$ cat src/rtl/io_arbiter.sv
// -----------------------------------------------------------------------------
// io_arbiter
//
// Two-requester arbiter in front of a single IO port. One transaction is in
// flight at a time: IDLE -> ISSUE -> WAIT -> DONE -> IDLE. Simultaneous
// requests are resolved round-robin. A transaction that sees no io_ok within
// TIMEOUT WAIT cycles is completed with an access-fault status.
//
// Parameters
//   TIMEOUT                  max WAIT cycles before forced completion (1..255)
//   EXCEPTION_LEN            width of the exception/status code
//   EXCEP_OK                 status code for a successful access
//   EXCEP_INVALID_MEM_READ   status code for a failed read
//   EXCEP_INVALID_MEM_WRITE  status code for a failed write
//
// Ports
//   clk, rst                 clock, synchronous active-high reset
//   mN_req                   requester N transaction request (N = 0, 1)
//   mN_addr/wdata/width      requester N payload
//   mN_isRead                requester N direction (1 = read)
//   mN_done                  one-cycle completion pulse to requester N
//   mN_rdata/mN_exception    completion data/status, non-zero only with mN_done
//   io_addr/data/width/isRead payload to the IO port, non-zero only in ISSUE
//   io_valid                 IO port inputValid, high for the ISSUE cycle
//   io_rdata, io_ok          IO port read data and operationOK
//   io_exception             IO port status, combinational from the io_* payload
//   busy                     high whenever the FSM is not in IDLE
// -----------------------------------------------------------------------------
module io_arbiter #(
    parameter int unsigned                  TIMEOUT                 = 15,
    parameter int unsigned                  EXCEPTION_LEN           = 4,
    parameter logic [EXCEPTION_LEN-1:0]     EXCEP_OK                = '0,
    parameter logic [EXCEPTION_LEN-1:0]     EXCEP_INVALID_MEM_READ  = EXCEPTION_LEN'(5),
    parameter logic [EXCEPTION_LEN-1:0]     EXCEP_INVALID_MEM_WRITE = EXCEPTION_LEN'(7)
) (
    input  logic                     clk,
    input  logic                     rst,

    input  logic                     m0_req,
    input  logic [31:0]              m0_addr,
    input  logic [31:0]              m0_wdata,
    input  logic [1:0]               m0_width,
    input  logic                     m0_isRead,
    output logic                     m0_done,
    output logic [31:0]              m0_rdata,
    output logic [EXCEPTION_LEN-1:0] m0_exception,

    input  logic                     m1_req,
    input  logic [31:0]              m1_addr,
    input  logic [31:0]              m1_wdata,
    input  logic [1:0]               m1_width,
    input  logic                     m1_isRead,
    output logic                     m1_done,
    output logic [31:0]              m1_rdata,
    output logic [EXCEPTION_LEN-1:0] m1_exception,

    output logic [31:0]              io_addr,
    output logic [31:0]              io_data,
    output logic [1:0]               io_width,
    output logic                     io_isRead,
    output logic                     io_valid,
    input  logic [31:0]              io_rdata,
    input  logic                     io_ok,
    input  logic [EXCEPTION_LEN-1:0] io_exception,

    output logic                     busy
);

    typedef enum logic [1:0] {
        IDLE  = 2'd0,
        ISSUE = 2'd1,
        WAIT  = 2'd2,
        DONE  = 2'd3
    } state_t;

    // Last WAIT-cycle count value before the timeout fires.
    localparam logic [7:0] TO_LAST = 8'(TIMEOUT - 1);

    state_t                     r_state;
    logic                       r_owner;      // 0 = m0, 1 = m1
    logic                       r_last;       // last granted requester
    logic [31:0]                r_addr;
    logic [31:0]                r_wdata;
    logic [1:0]                 r_width;
    logic                       r_isRead;
    logic [EXCEPTION_LEN-1:0]   r_status;
    logic [7:0]                 r_cnt;

    logic                       r_io_valid;
    logic [31:0]                r_io_addr;
    logic [31:0]                r_io_data;
    logic [1:0]                 r_io_width;
    logic                       r_io_isRead;

    logic                       r_m0_done;
    logic [31:0]                r_m0_rdata;
    logic [EXCEPTION_LEN-1:0]   r_m0_exc;
    logic                       r_m1_done;
    logic [31:0]                r_m1_rdata;
    logic [EXCEPTION_LEN-1:0]   r_m1_exc;

    logic                       w_any;
    logic                       w_grant;
    logic [31:0]                w_addr;
    logic [31:0]                w_wdata;
    logic [1:0]                 w_width;
    logic                       w_isRead;
    logic                       w_fin;
    logic [31:0]                w_fin_rdata;
    logic [EXCEPTION_LEN-1:0]   w_fin_exc;

    // On a tie the requester not granted last wins; a sole requester always wins.
    assign w_any    = m0_req | m1_req;
    assign w_grant  = (m0_req & m1_req) ? ~r_last : m1_req;
    assign w_addr   = w_grant ? m1_addr   : m0_addr;
    assign w_wdata  = w_grant ? m1_wdata  : m0_wdata;
    assign w_width  = w_grant ? m1_width  : m0_width;
    assign w_isRead = w_grant ? m1_isRead : m0_isRead;

    // Completion in WAIT: io_ok takes priority over an expiring timeout.
    // Read data is only passed through for a read whose ISSUE status was OK.
    assign w_fin       = io_ok || (r_cnt == TO_LAST);
    assign w_fin_rdata = (io_ok && r_isRead && (r_status == EXCEP_OK)) ? io_rdata : 32'h0;
    assign w_fin_exc   = io_ok    ? r_status :
                         r_isRead ? EXCEP_INVALID_MEM_READ : EXCEP_INVALID_MEM_WRITE;

    always_ff @(posedge clk) begin
        if (rst) begin
            r_state     <= IDLE;
            r_owner     <= 1'b0;
            r_last      <= 1'b1;
            r_status    <= '0;
            r_cnt       <= '0;
            r_io_valid  <= 1'b0;
            r_io_addr   <= '0;
            r_io_data   <= '0;
            r_io_width  <= '0;
            r_io_isRead <= 1'b0;
            r_m0_done   <= 1'b0;
            r_m0_rdata  <= '0;
            r_m0_exc    <= '0;
            r_m1_done   <= 1'b0;
            r_m1_rdata  <= '0;
            r_m1_exc    <= '0;
        end else begin
            // Port-facing outputs are single-cycle: cleared unless set below.
            r_io_valid  <= 1'b0;
            r_io_addr   <= '0;
            r_io_data   <= '0;
            r_io_width  <= '0;
            r_io_isRead <= 1'b0;
            r_m0_done   <= 1'b0;
            r_m0_rdata  <= '0;
            r_m0_exc    <= '0;
            r_m1_done   <= 1'b0;
            r_m1_rdata  <= '0;
            r_m1_exc    <= '0;

            case (r_state)
                IDLE: begin
                    if (w_any) begin
                        r_owner     <= w_grant;
                        r_last      <= w_grant;
                        r_addr      <= w_addr;
                        r_wdata     <= w_wdata;
                        r_width     <= w_width;
                        r_isRead    <= w_isRead;
                        r_io_valid  <= 1'b1;
                        r_io_addr   <= w_addr;
                        r_io_data   <= w_wdata;
                        r_io_width  <= w_width;
                        r_io_isRead <= w_isRead;
                        r_state     <= ISSUE;
                    end
                end

                ISSUE: begin
                    // A non-OK status still waits for the device's io_ok.
                    r_status <= io_exception;
                    r_cnt    <= '0;
                    r_state  <= WAIT;
                end

                WAIT: begin
                    if (w_fin) begin
                        r_status <= w_fin_exc;
                        if (r_owner) begin
                            r_m1_done  <= 1'b1;
                            r_m1_rdata <= w_fin_rdata;
                            r_m1_exc   <= w_fin_exc;
                        end else begin
                            r_m0_done  <= 1'b1;
                            r_m0_rdata <= w_fin_rdata;
                            r_m0_exc   <= w_fin_exc;
                        end
                        r_state <= DONE;
                    end else begin
                        r_cnt <= r_cnt + 8'd1;
                    end
                end

                DONE: begin
                    r_state <= IDLE;
                end

                default: begin
                    r_state <= IDLE;
                end
            endcase
        end
    end

    assign io_valid     = r_io_valid;
    assign io_addr      = r_io_addr;
    assign io_data      = r_io_data;
    assign io_width     = r_io_width;
    assign io_isRead    = r_io_isRead;

    assign m0_done      = r_m0_done;
    assign m0_rdata     = r_m0_rdata;
    assign m0_exception = r_m0_exc;
    assign m1_done      = r_m1_done;
    assign m1_rdata     = r_m1_rdata;
    assign m1_exception = r_m1_exc;

    assign busy         = (r_state != IDLE);

endmodule

$ cat config.mk
export PLATFORM = sky130hd
export DESIGN_NAME = io_arbiter
export DESIGN_NICKNAME = d
export VERILOG_FILES = /design/src/rtl/io_arbiter.sv
export SDC_FILE = /design/constraint.sdc
export NUM_CORES = 1
export LEC_CHECK = 0
export CORE_AREA = 2 2 124 126
export CTS_CLUSTER_SIZE = 25
export DETAILED_ROUTE_END_ITERATION = 16
export DIE_AREA = 0 0 126 128
export PLACE_DENSITY = 0.78
export SYNTH_ARGS = -nofsm -noshare
export SYNTH_HDL_FRONTEND = slang
export SYNTH_SLANG_ARGS = --single-unit
$ cat constraint.sdc
create_clock -name clk -period 1.93 [get_ports clk]
set_input_delay 0.386 -clock clk [delete_from_list [all_inputs] [get_ports clk]]
set_output_delay 0.386 -clock clk [all_outputs]
set_load 0.01 [all_outputs]
==> results.sh <==
export IMPL_drv_slew=0
export IMPL_vias_per_cell=4.64
export IMPL_clock_fmax_mhz=562
export IMPL_grt_met2_usage=0.368
export IMPL_critical_path_class="reg -> out"
export IMPL_path_cells="inv_1, ha_1, inv_2, dlygate4sd2_1"
export IMPL_chipHeight_um=128
export IMPL_timing_final_crit_share=0.922
export IMPL_critPathRequiredTime_ns=1.54
export IMPL_synthCells=575
export IMPL_ys_top_cells_by_count="dfxtp_1 (158), nand2_1 (153), a21oi_1 (58)"
export IMPL_clock_root_buffer="clkbuf_16"
export IMPL_dieArea_um2=16100
export IMPL_antenna_found_initial=0
export IMPL_clk_latency_ns=0.42
export IMPL_initial_core_util=0.359
export IMPL_p_int_mw=6.86
export IMPL_endpoint_kind="primary output"
export IMPL_grt_ovfl_total=0
export IMPL_seqPwrFrac=0.390
export IMPL_startpoint_type="flip-flop"
export IMPL_ys_warn_count=0
export IMPL_grt_busiest_layer="met2"
export IMPL_use_met1=0.253
export IMPL_ys_ff_latch=159
export IMPL_multi_input_area_um2=1940
export IMPL_synth_edf_count=1
export IMPL_slew_headroom=0.753
export IMPL_gp_congestion=0.846
export IMPL_tightest_slew_ns=0.368
export IMPL_grt_max_degree=47
export IMPL_clock_skew_final_ns=0.00972
export IMPL_via_count=5126
export IMPL_drt_first_pass_iters=4
export IMPL_cts_tree="done"
export IMPL_diodes=0
export IMPL_synth_top_area_frac=0.593
export IMPL_io_pins=318
export IMPL_row_count=45
export IMPL_p_clk_frac=0.366
export IMPL_drt_first_iter_violations=410
export IMPL_fin_tns_setup_ns=0
export IMPL_core_area_um2=14900
export IMPL_outcome="finished clean"
export IMPL_postRouteAntennaNets=0
export IMPL_p_leak_nw=3.87
export IMPL_synth_main_ff_cell="dfxtp_1"
export IMPL_cp_max_fo=3
export IMPL_drive_above_1_share=0.0895
export IMPL_yosysTopAreaCell="dfxtp_1"
export IMPL_ys_top_cells_by_area="dfxtp_1 (59%), nand2_1 (11%), a21oi_1 (5.4%)"
export IMPL_clkSinkCount=159
export IMPL_holdCritPathClass="reg -> reg"
export IMPL_arrival_ns=1.39
export IMPL_power_density_nw_per_um2=1010
export IMPL_clockBufferDepth=2
export IMPL_port_buffers=317
export IMPL_fillers=1211
export IMPL_combPwrFrac=0.244
export IMPL_yosysSeqAreaShare=0.599
export IMPL_hold_violations=0
export IMPL_power_mw=9.58
export IMPL_ys_types=48
export IMPL_die_w_um=126
export IMPL_htreeDepth=4
export IMPL_use_met3=0.0705
export IMPL_clkTransAtPathRegs_ns=0.06
export IMPL_peakVddDrop_mv=0.593
export IMPL_synth_nets=755
export IMPL_postRouteWirelength_um=18000
export IMPL_area_delta_synth_final_pct=77.4
export IMPL_synth_area_um2=5330
export IMPL_grt_use_total=0.216
export IMPL_regArea_um2=3190
export IMPL_p_sw_mw=2.72
export IMPL_synthArstFlopShare=0
export IMPL_rsz0062_at_grt="no"
export IMPL_cts_setup_buffers=0
export IMPL_drc_errors=0
export IMPL_fin_nets=1083
export IMPL_synth_most_common_cell="dfxtp_1"
export IMPL_setup_violations_final=0
export IMPL_syn_mean_instance_area_um2=9.27
export IMPL_drv_cap=0
export IMPL_cts_buffers_inserted=17
export IMPL_reg2reg_slack_ns=0.18
export IMPL_grt_first_pass_wirelength_um=26800
export IMPL_switching_share=0.284
export IMPL_critical_path_max_stage_delay_ns=0.34
export IMPL_cp_slowest_cell="dfxtp_1"
export IMPL_grt_pass1_vias=4923
export IMPL_dp_hpwl_um=13600
export IMPL_min_period_ns=1.78
export IMPL_postLayoutCoreUtil=0.637
export IMPL_wl_per_cell_um=16.3
[metrics by stage]
step                area, um2  hold WS, ns  instances  setup slack [ns]
detailed placement       8840        0.473       1072           0.00877
global placement         8840        0.448       1072            0.0300
global route             9460        0.497       1104            0.0521
finish                   9460        0.483       1104             0.150
CTS                      9460        0.485       1104            0.0995
floorplan                5330        0.441        575             0.269
[cell families (layout without fill, tap and decap cells)]
| logic type | Yosys count | in the layout | share of synthesized area |
|---|---|---|---|
| buffers and inverters | 47 | 388 | 0.0387 |
| muxes | 3 | 3 | 0.00610 |
| DFF | 159 | 159 | 0.599 |
| and+or+nand+nor | 262 | 262 | 0.229 |
| AOI/OAI and AO/OA | 99 | 99 | 0.116 |
| adders and majority gates | 5 | 5 | 0.0117 |
[path summary, 6_finish.rpt]
check,from,to,depth (start not counted)
max reg2reg,r_cnt[0],r_cnt[4],6
min,r_state[1],r_state[1],2
min reg2reg,r_state[1],r_state[1],2
max,r_state[0],busy,4
[final cells by class]
| type | instances | share of cell area |
|---|---|---|
| inverters | 12 | 0.00476 |
| well taps | 188 | 0.0249 |
| repair buffers | 344 | 0.362 |
| clock inverters | 15 | 0.0212 |
| flip-flops and latches | 159 | 0.337 |
| clock buffers | 17 | 0.0450 |
| multi-input cells | 369 | 0.205 |
[layout by cell type, fill, tap and decap left out, types with 2 or more instances in the layout]
| cell | n |
|---|---|
| nand3_1 | 7 |
| o21ai_0 | 5 |
| a21oi_1 | 58 |
| ha_1 | 5 |
| dfxtp_1 | 158 |
| or4_1 | 2 |
| inv_6 | 5 |
| o32ai_1 | 2 |
| bufinv_16 | 3 |
| buf_12 | 4 |
| inv_1 | 10 |
| mux2_2 | 2 |
| nand2_1 | 152 |
| a31oi_1 | 4 |
| nand2b_1 | 2 |
| clkdlybuf4s50_1 | 316 |
| nor2_1 | 16 |
| a21oi_2 | 13 |
| buf_4 | 23 |
| nor2b_1 | 4 |
| o211ai_1 | 4 |
| clkbuf_16 | 17 |
| and3_1 | 34 |
| and2_1 | 33 |
| nor3_1 | 2 |
| clkinv_4 | 3 |
[worst max-delay path: cells and delay by family, from the launching register on]
family	cells	cell delay, ns
DFF	1	0.34
adders and majority gates	1	0.23
buffers and inverters	3	0.42
[what timing repair did]
item | 4_1_cts | 5_1_grt
endpoints found under the setup margin | 1 | 0
gates resized for setup | 1 | 0
hold buffers | 0 | 0
[registers in the layout (all words and copies together), names as in the netlist]
signal	flops
io_valid	1
m1_rdata	32
r_status	4
io_addr	32
io_data	32
r_state	2
m1_exception	4
io_width	2
m0_done	1
r_isRead	1
m0_rdata	32
io_isRead	1
r_last	1
r_cnt	8
m0_exception	4
r_owner	1
m1_done	1
[layer usage]
metal / part of all wire / up-vias
met5: 0 / -
met4: 0.022 / 0
met1: 0.40 / 2313
met3: 0.077 / 26
met2: 0.50 / 232
li1: - / 2555
[power groups by stage]
stage / Combinational, mW / Clock, mW / Sequential, mW
floorplan: 0.945 / 0 / 3.90
global placement: 2.31 / 0 / 3.80
detailed placement: 2.33 / 0 / 3.80
CTS: 2.35 / 3.58 / 3.73
global route: 2.54 / 3.71 / 3.76
finish: 2.34 / 3.51 / 3.73
(Power assumes the default switching activity.)
